### src/rtl/triple_pkg.sv
// Shared constants, output-stage states and the round-robin pick function
// used by the triple_arbiter slice.
package triple_pkg;

  localparam int unsigned OP_W     = 4;
  localparam int unsigned RES_W    = 6;
  localparam int unsigned MAX_REQ  = 16;
  localparam int unsigned MAX_ID_W = 4;

  typedef enum logic {
    EMPTY = 1'b0,
    FULL  = 1'b1
  } out_state_e;

  typedef struct packed {
    logic                found;
    logic [MAX_ID_W-1:0] idx;
    logic [MAX_REQ-1:0]  grant;
  } rr_result_t;

  // First set bit of valid at or above ptr, wrapping modulo n (ptr < n assumed).
  function automatic rr_result_t rr_grant(input logic [MAX_REQ-1:0]  valid,
                                          input logic [MAX_ID_W-1:0] ptr,
                                          input int unsigned         n);
    rr_result_t          r;
    int unsigned         j;
    logic [MAX_ID_W-1:0] idx;
    r = '0;
    for (int unsigned k = 0; k < MAX_REQ; k++) begin
      j = 32'(ptr) + k;
      if (j >= n) j = j - n;
      idx = MAX_ID_W'(j);
      if (!r.found && (k < n) && valid[idx]) begin
        r.found      = 1'b1;
        r.idx        = idx;
        r.grant[idx] = 1'b1;
      end
    end
    return r;
  endfunction

endpackage

### src/rtl/rr_arbiter.sv
// Round-robin pointer and combinational one-hot grant; grants only while the
// output stage can accept and reset is low.
module rr_arbiter
  import triple_pkg::*;
#(
  parameter  int unsigned N_REQ = 4,
  localparam int unsigned ID_W  = $clog2(N_REQ)
) (
  input  logic             clk,
  input  logic             rst,
  input  logic [N_REQ-1:0] req_valid,
  input  logic             accept,
  output logic [N_REQ-1:0] grant_c,
  output logic [ID_W-1:0]  grant_id_c,
  output logic             found_c
);

  logic [ID_W-1:0] rr_ptr;
  rr_result_t      pick_c;
  logic            unused_pick_c;

  always_comb begin
    pick_c     = rr_grant(MAX_REQ'(req_valid), MAX_ID_W'(rr_ptr), N_REQ);
    found_c    = pick_c.found && accept && !rst;
    grant_c    = found_c ? N_REQ'(pick_c.grant) : '0;
    grant_id_c = ID_W'(pick_c.idx);
  end

  // Upper grant/idx bits beyond N_REQ are structurally zero.
  assign unused_pick_c = ^pick_c;

  always_ff @(posedge clk) begin
    if (rst) begin
      rr_ptr <= '0;
    end else if (found_c) begin
      rr_ptr <= (32'(grant_id_c) == N_REQ - 1) ? '0 : grant_id_c + 1'b1;
    end
  end

endmodule

### src/rtl/triple.sv
// Shared x3 datapath: zero-extended operand times three, never overflows.
module triple
  import triple_pkg::*;
(
  input  logic [OP_W-1:0]  op,
  output logic [RES_W-1:0] product_c
);

  assign product_c = RES_W'(op) + RES_W'({op, 1'b0});

endmodule

### src/rtl/triple_arbiter.sv
// Round-robin scheduler sharing one x3 datapath among N_REQ requesters, with
// a single registered result port under valid/ready backpressure.
module triple_arbiter
  import triple_pkg::*;
#(
  parameter  int unsigned N_REQ = 4,
  localparam int unsigned ID_W  = $clog2(N_REQ)
) (
  input  logic                  clk,
  input  logic                  rst,
  input  logic [N_REQ-1:0]      req_valid,
  input  logic [OP_W*N_REQ-1:0] req_data,
  output logic [N_REQ-1:0]      req_ready,
  output logic                  res_valid,
  output logic [RES_W-1:0]      res_data,
  output logic [ID_W-1:0]       res_id,
  input  logic                  res_ready
);

  out_state_e       state_q, state_d;
  logic             accept_c;
  logic             found_c;
  logic [ID_W-1:0]  grant_id_c;
  logic [OP_W-1:0]  op_c;
  logic [RES_W-1:0] product_c;

  // Drain and refill may happen in the same cycle.
  assign accept_c  = (state_q == EMPTY) || res_ready;
  assign res_valid = (state_q == FULL);

  rr_arbiter #(
    .N_REQ(N_REQ)
  ) u_arb (
    .clk       (clk),
    .rst       (rst),
    .req_valid (req_valid),
    .accept    (accept_c),
    .grant_c   (req_ready),
    .grant_id_c(grant_id_c),
    .found_c   (found_c)
  );

  // One-hot operand mux driven by the grant.
  always_comb begin
    op_c = '0;
    for (int unsigned i = 0; i < N_REQ; i++) begin
      if (req_ready[i]) op_c = req_data[i*OP_W +: OP_W];
    end
  end

  triple u_triple (
    .op       (op_c),
    .product_c(product_c)
  );

  always_ff @(posedge clk) begin
    if (rst) state_q <= EMPTY;
    else     state_q <= state_d;
  end

  always_comb begin
    state_d = state_q;
    case (state_q)
      EMPTY:   if (found_c) state_d = FULL;
      FULL:    if (!found_c && res_ready) state_d = EMPTY;
      default: state_d = EMPTY;
    endcase
  end

  // Result payload holds its last value across a drain without refill.
  always_ff @(posedge clk) begin
    if (rst) begin
      res_data <= '0;
      res_id   <= '0;
    end else if (found_c) begin
      res_data <= product_c;
      res_id   <= grant_id_c;
    end
  end

endmodule

### config.mk
export PLATFORM = sky130hd
export DESIGN_NAME = triple_arbiter
export DESIGN_NICKNAME = d
export VERILOG_FILES = /design/src/rtl/triple_pkg.sv /design/src/rtl/rr_arbiter.sv /design/src/rtl/triple.sv /design/src/rtl/triple_arbiter.sv
export SDC_FILE = /design/constraint.sdc
export NUM_CORES = 1
export LEC_CHECK = 0
export CORE_MARGIN = 4
export CORE_UTILIZATION = 40
export CTS_CLUSTER_SIZE = 8
export DETAILED_ROUTE_END_ITERATION = 16
export HOLD_SLACK_MARGIN = 0.03
export PLACE_DENSITY = 0.68
export SYNTH_ARGS = -nofsm -noshare
export SYNTH_HDL_FRONTEND = slang
export SYNTH_SLANG_ARGS = --single-unit
### constraint.sdc
create_clock -name clk -period 12.01 [get_ports clk]
set_input_delay 2.402 -clock clk [delete_from_list [all_inputs] [get_ports clk]]
set_output_delay 2.402 -clock clk [all_outputs]
set_load 0.01 [all_outputs]
==> results.yml, run 1 <==
yosys:
  synthTopCellsByArea: "dfxtp_1 (16%), ha_1 (11%), mux2_2 (4.2%), mux2i_1 (3.7%), nand2_1 (3.6%)"
  postSynthCellCount: 152
  syn_nets: 188
  synth_compound_area_frac: 0.230
  synth_ff_type: "dfxtp_1"
  ys_types: 54
  syn_area_mm2: 0.00134
  ys_seq_area_frac: 0.164
  synth.area.mux_share: 0.144
  synth_xor_area_frac: 0.0196
  synth-edff-count: 0
  yosysWarnings: 0
  synth_top_family_by_area: "simple AND/OR/NAND/NOR gates"
  synth_area_leader_cell: "dfxtp_1"
  yosys.area_share.simple: 0.249
  synth-async-reset-ratio: 0
  synthDominantCellAreaShare: 0.164
  ys_ff_latch: 11
  avgSynthCellArea_um2: 8.82
  synthAdderAreaFrac: 0.127
sta:
  skew_ns: 0.000419
  finalSetupTns_ns: 0
  timing.final.crit_share: 0.664
  rsz0062_at_grt: "no"
  relSlewSlack: 0.420
  post-route-min-period_ns: 7.97
  hold_viol_final: 0
  fmaxAchievable_ghz: 0.125
  slew_viol_final: 0
  tightest_slew_ns: 0.870
  finalSetupViolations: 0
setup_path:
  critPathLaunchType: "input port"
  required_ns: 9.61
  arrival_ns: 5.57
  end_kind: "output pin"
  cp_max_fo: 13
  criticalPathCategory: "input port to output pin"
clock_tree:
  clock-root-buffer: "clkbuf_4"
  cts.sinks: 11
  cts-htree-levels: 1
  clkLatencyLatePin_ns: 0.26
  ctsHoldBuffers: 0
  post-cts-setup-buffers: 0
  numCtsBuffers: 3
  path_clk_slew_ns: 0.06
  clk_path_buf_depth: 2
  cts_tree: "yes"
  cts_resized: 0
global_routing:
  grtUsageTotal: 0.155
  grt_antenna_before_repair: 0
  overflow: 0
  grt_pass1_vias: 1200
  grt_start_max_net_pins: 21
  grt_pass1_wl_mm: 5.40
placed_design:
  hpwlAfterDp_mm: 2.49
  gp_congestion: 0.880
  port-buffer-count: 35
  dpl_cell_area_mm2: 0.00168
power:
  p_comb_frac: 0.756
  seq_power_share: 0.180
  power_density_mw_per_mm2: 224
  p_leak_nw: 0.664
  p_clk_frac: 0.064
  p_sw_mw: 0.183
  p_int_mw: 0.199
  swShare: 0.479
  vdd_ir_drop_max_uv: 101
layout:
  diodes: 0
  syn2layout_area_growth_pct: 27.3
  drive_gt1_frac: 0.115
  fill_cells: 299
  postLayoutCellArea_mm2: 0.00171
  fin_nets: 219
  multi_input_area_mm2: 0.00103
  seqCellArea_um2: 220
hold_path:
  hp-class: "flip-flop to flip-flop"
floorplanning:
  rows: 20
  die_h_um: 65.9
  ios: 36
  core-area_mm2: 0.00313
  initial_core_util: 0.428
  dieWidth_um: 65.9
  die_area_mm2: 0.00434
route:
  wl_mm: 3.18
  routed_via_density: 5.52
  drtIter0Drc: 52
  first_pass_iters: 6
  drtAntennaViolNets: 0
  num_vias: 1248
  drc: 0
  wl_per_cell_um: 14.1
status:
  run_status: "finished, final reports clean"
job:
  cap_viol_max_count: 0
[cell usage after synthesis (all sizes together) (3+ instances only)]
library cell	count
mux2i	5
nor3	9
ha	12
inv	6
o21ai	7
nand2	13
nor2	13
a221oi	3
dfxtp	11
mux2	8
nand3b	4
a22oi	4
buf	7
a21oi	9
[critical path, cell delays in order]
cell             delay, ns
clkdlybuf4s50_1       0.59
mux2_4                0.19
and3b_1               0.33
nor3_1                0.14
a211o_1               0.49
a21oi_1               0.74
clkdlybuf4s50_1       0.69
[power by group through the flow]
stage,logic (mW),clock network (mW),registers [mW]
4_1_cts,0.288,0.0256,0.0688
3_5_place_dp,0.286,0,0.0691
6_report,0.289,0.0244,0.0688
3_3_place_gp,0.282,0,0.0683
2_1_floorplan,0.232,0,0.0615
5_1_grt,0.320,0.0275,0.0714
[registers in the layout, summed over array words and instances (netlist names), named ones only]
name          count
res_data          6
res_id            2
res_valid         1
u_arb.rr_ptr      1
[path summary, 6_finish.rpt]
path / startpoint / cells past startpoint / slack (ns) / to
worst min-delay path: res_data[1]$_SDFFE_PP0P_ / 2 / 0.48 / res_data[1]$_SDFFE_PP0P_
worst max-delay path: req_valid[1] / 7 / 4.04 / req_ready[3]
worst max register to register: flip-flop / 13 / 6.94 / res_data[4]$_SDFFE_PP0P_
worst min register to register: res_data[1]$_SDFFE_PP0P_ / 2 / 0.48 / res_data[1]$_SDFFE_PP0P_
[stage by stage]
step / power, mW / util / setup slack (ns) / hold WS [ns] / instances
floorplan: 0.294 / - / 5.69 / 0.494 / 152
CTS: 0.383 / 0.545 / 4.08 / 0.487 / 226
finish: 0.382 / 0.545 / 4.04 / 0.484 / 226
detailed placement: 0.355 / 0.537 / 4.07 / 0.475 / 222
global route: 0.419 / 0.545 / 3.86 / 0.523 / 226
global placement: 0.351 / 0.537 / 4.15 / 0.471 / 222
[metal layers]
metal / track usage / vias up / part of all wire / routed length [um]
li1: - / 623 / - / -
met1: 0.206 / 574 / 0.47 / 1500
met2: 0.252 / 47 / 0.46 / 1460
met3: 0.0357 / 4 / 0.057 / 180
met4: 0.0415 / 0 / 0.013 / 40
met5: 0 / - / 0 / 0
[layout by cell type (no fill, tap or decap), types with 2 or more instances in the layout]
cell and n:
a221oi_1 3, mux2_2 5, a21boi_0 2, xnor2_1 2, clkbuf_4 3, mux4_2 2, nand2_1 13, nor3_1 9
mux2_4 2, o21ai_0 6, and3b_1 2, mux2i_1 5, nand3b_1 4, a22oi_1 3, inv_1 5, nor2_1 13
clkdlybuf4s50_1 35, a22o_1 2, a21oi_1 9, ha_1 12, nor2b_1 2, a31oi_1 2, dfxtp_1 11
[layout make-up]
cell class	count	share of cell area
repair buffers	35	0.205
inverters	6	0.0132
multi-input cells	126	0.605
clock buffers	4	0.0154
well taps	44	0.0323
flip-flops and latches	11	0.129
[logic make-up (layout without fill, tap and decap cells)]
family	after synthesis	count (layout)
AND/OR/NAND/NOR	55	55
AO/OA/AOI/OAI	40	40
multiplexers	15	15
buffers and inverters	15	45
adder cells (fa/ha/maj)	13	13
flip-flops	11	11
XOR/XNOR	3	3
No activity file was read; power rests on OpenSTA's default activity.
==> run 2, diff against run 1 <==
Settings changed: PLACE_DENSITY 0.68 to 0.71.
Clock period 12.01 ns to 6.6 ns, I/O delays scaled along.
==> run 2 against run 1 <==
Effect of this change:
- clock power increased by 100%
- sequential cell count is the same
- setup slack worse by 3.3 ns
==> results.yml, run 2 (same netlist as run 1, synthesis figures left out) <==
global_routing:
  grtUsageTotal: 0.165
  grt_start_max_net_pins: 21
  grt_antenna_before_repair: 0
  overflow: 0
  grt_pass1_wl_mm: 5.69
  grt_pass1_vias: 1251
setup_path:
  reg2reg_slack_ns: 1.48
  r2r_end: "res_data[4]$_SDFFE_PP0P_"
  critPathLaunchType: "input port"
  end_kind: "output pin"
  endpoint: "req_ready[3]"
  criticalPathCategory: "input port to output pin"
  rr_worst_depth: 13
  arrival_ns: 4.50
  startpoint: "req_valid[1]"
  required_ns: 5.28
  cp_max_fo: 13
layout:
  layout_common_cells: "clkdlybuf4s50_1 (35), nor2_1 (13), nand2_1 (13), ha_1 (12), dfxtp_1 (11)"
  top_regs: "res_data (6), res_id (2)"
  top_register: "res_data"
  syn2layout_area_growth_pct: 27.4
  fill_cells: 281
  final_common_cell: "clkdlybuf4s50_1"
  fin_nets: 219
  largest_reg_flops: 6
  drive_gt1_frac: 0.121
  postLayoutCoreUtil: 0.546
  diodes: 0
clock_tree:
  numCtsBuffers: 3
  cts_tree: "yes"
  clkLatencyLatePin_ns: 0.27
  ctsHoldBuffers: 0
  path_clk_slew_ns: 0.08
  cts-htree-levels: 1
  cts.sinks: 11
  clock-root-buffer: "clkbuf_4"
  post-cts-setup-buffers: 0
  clk_path_buf_depth: 2
  cts_resized: 0
sta:
  hold_viol_final: 0
  post-route-min-period_ns: 5.82
  relSlewSlack: 0.443
  finalSetupTns_ns: 0
  rsz0062_at_grt: "no"
  holdWs_ns: 0.476
  tightest_slew_ns: 0.836
  finalSetupViolations: 0
  fmaxAchievable_ghz: 0.172
  skew_ns: 0.000743
  timing.final.crit_share: 0.882
  layout_setup_ws_ns: 0.777
  slew_viol_final: 0
route:
  drtAntennaViolNets: 0
  drtIter0Drc: 78
  routed_via_density: 5.60
  wl_per_cell_um: 14.6
  drc: 0
  wl_mm: 3.31
  num_vias: 1266
  first_pass_iters: 4
power:
  power.total_mw: 0.694
  vdd_ir_drop_max_uv: 184
  power_density_mw_per_mm2: 407
  p_leak_nw: 0.667
status:
  run_status: "finished, final reports clean"
floorplanning:
  dieWidth_um: 65.9
  rows: 20
  core-area_mm2: 0.00313
  die_area_mm2: 0.00434
  die_h_um: 65.9
  initial_core_util: 0.428
  ios: 36
placed_design:
  gp_congestion: 0.915
  hpwlAfterDp_mm: 2.63
  place_ws_ns: 0.783
  port-buffer-count: 35
hold_path:
  hp-class: "flip-flop to flip-flop"
job:
  cap_viol_max_count: 0
[run 2: cell count changes in the layout (fill, tap and decap cells not counted)]
cell	before	now
clkbuf_1	1	0
clkinv_2	0	1
[run 2: per-stage QoR]
| step | instance area (um^2) | cells |
|---|---|---|
| after global routing | 1710 | 226 |
| after floorplan | 1340 | 152 |
| final | 1710 | 226 |
| after global placement | 1680 | 222 |
| after CTS | 1710 | 226 |
| after detailed placement | 1680 | 222 |
[run 2: power by group]
group          internal (mW)  leakage (nW)  switching [mW]  total (mW)
Combinational          0.248         0.558           0.272       0.520
Sequential            0.0894        0.0911          0.0346       0.124
Clock                 0.0225        0.0177          0.0275      0.0500
Total                  0.360         0.667           0.334       0.694
[run 2: worst min path at each step]
stage / from / end / slack, ns / depth (start not counted)
after detailed placement: res_id[1]$_SDFFE_PP0P_ / res_id[1]$_SDFFE_PP0P_ / 0.47 / 2
after CTS: res_id[1]$_SDFFE_PP0P_ / res_id[1]$_SDFFE_PP0P_ / 0.48 / 2
after global placement: res_id[1]$_SDFFE_PP0P_ / res_id[1]$_SDFFE_PP0P_ / 0.47 / 2
after floorplan: res_data[1]$_SDFFE_PP0P_ / res_data[1]$_SDFFE_PP0P_ / 0.49 / 2
final: res_id[1]$_SDFFE_PP0P_ / res_id[1]$_SDFFE_PP0P_ / 0.48 / 2
after global routing: res_id[1]$_SDFFE_PP0P_ / res_id[1]$_SDFFE_PP0P_ / 0.52 / 2
[run 2: area by class of cell]
| class | count | area, um^2 | share of cell area |
|---|---|---|---|
| sequential | 11 | 220 | 0.129 |
| timing repair buffer | 35 | 350 | 0.205 |
| clock inverter | 1 | 5.00 | 0.00293 |
| clock buffer | 3 | 22.5 | 0.0132 |
| inverter | 6 | 22.5 | 0.0132 |
| multi-input combinational | 126 | 1030 | 0.604 |
| tap | 44 | 55.1 | 0.0323 |
[run 2: worst max-delay path, cell delays in order]
cell             delay (ns)
clkdlybuf4s50_1        0.61
mux2_4                 0.19
and3b_1                0.33
nor3_1                 0.15
a211o_1                0.49
a21oi_1                0.72
clkdlybuf4s50_1        0.68
[run 2: layer usage]
| layer | global-route usage | up-vias | share of wire |
|---|---|---|---|
| met5 | 0 | - | 0 |
| met4 | 0.0415 | 0 | 0.016 |
| met3 | 0.0408 | 6 | 0.031 |
| met2 | 0.270 | 31 | 0.47 |
| met1 | 0.214 | 600 | 0.48 |
| li1 | - | 629 | - |
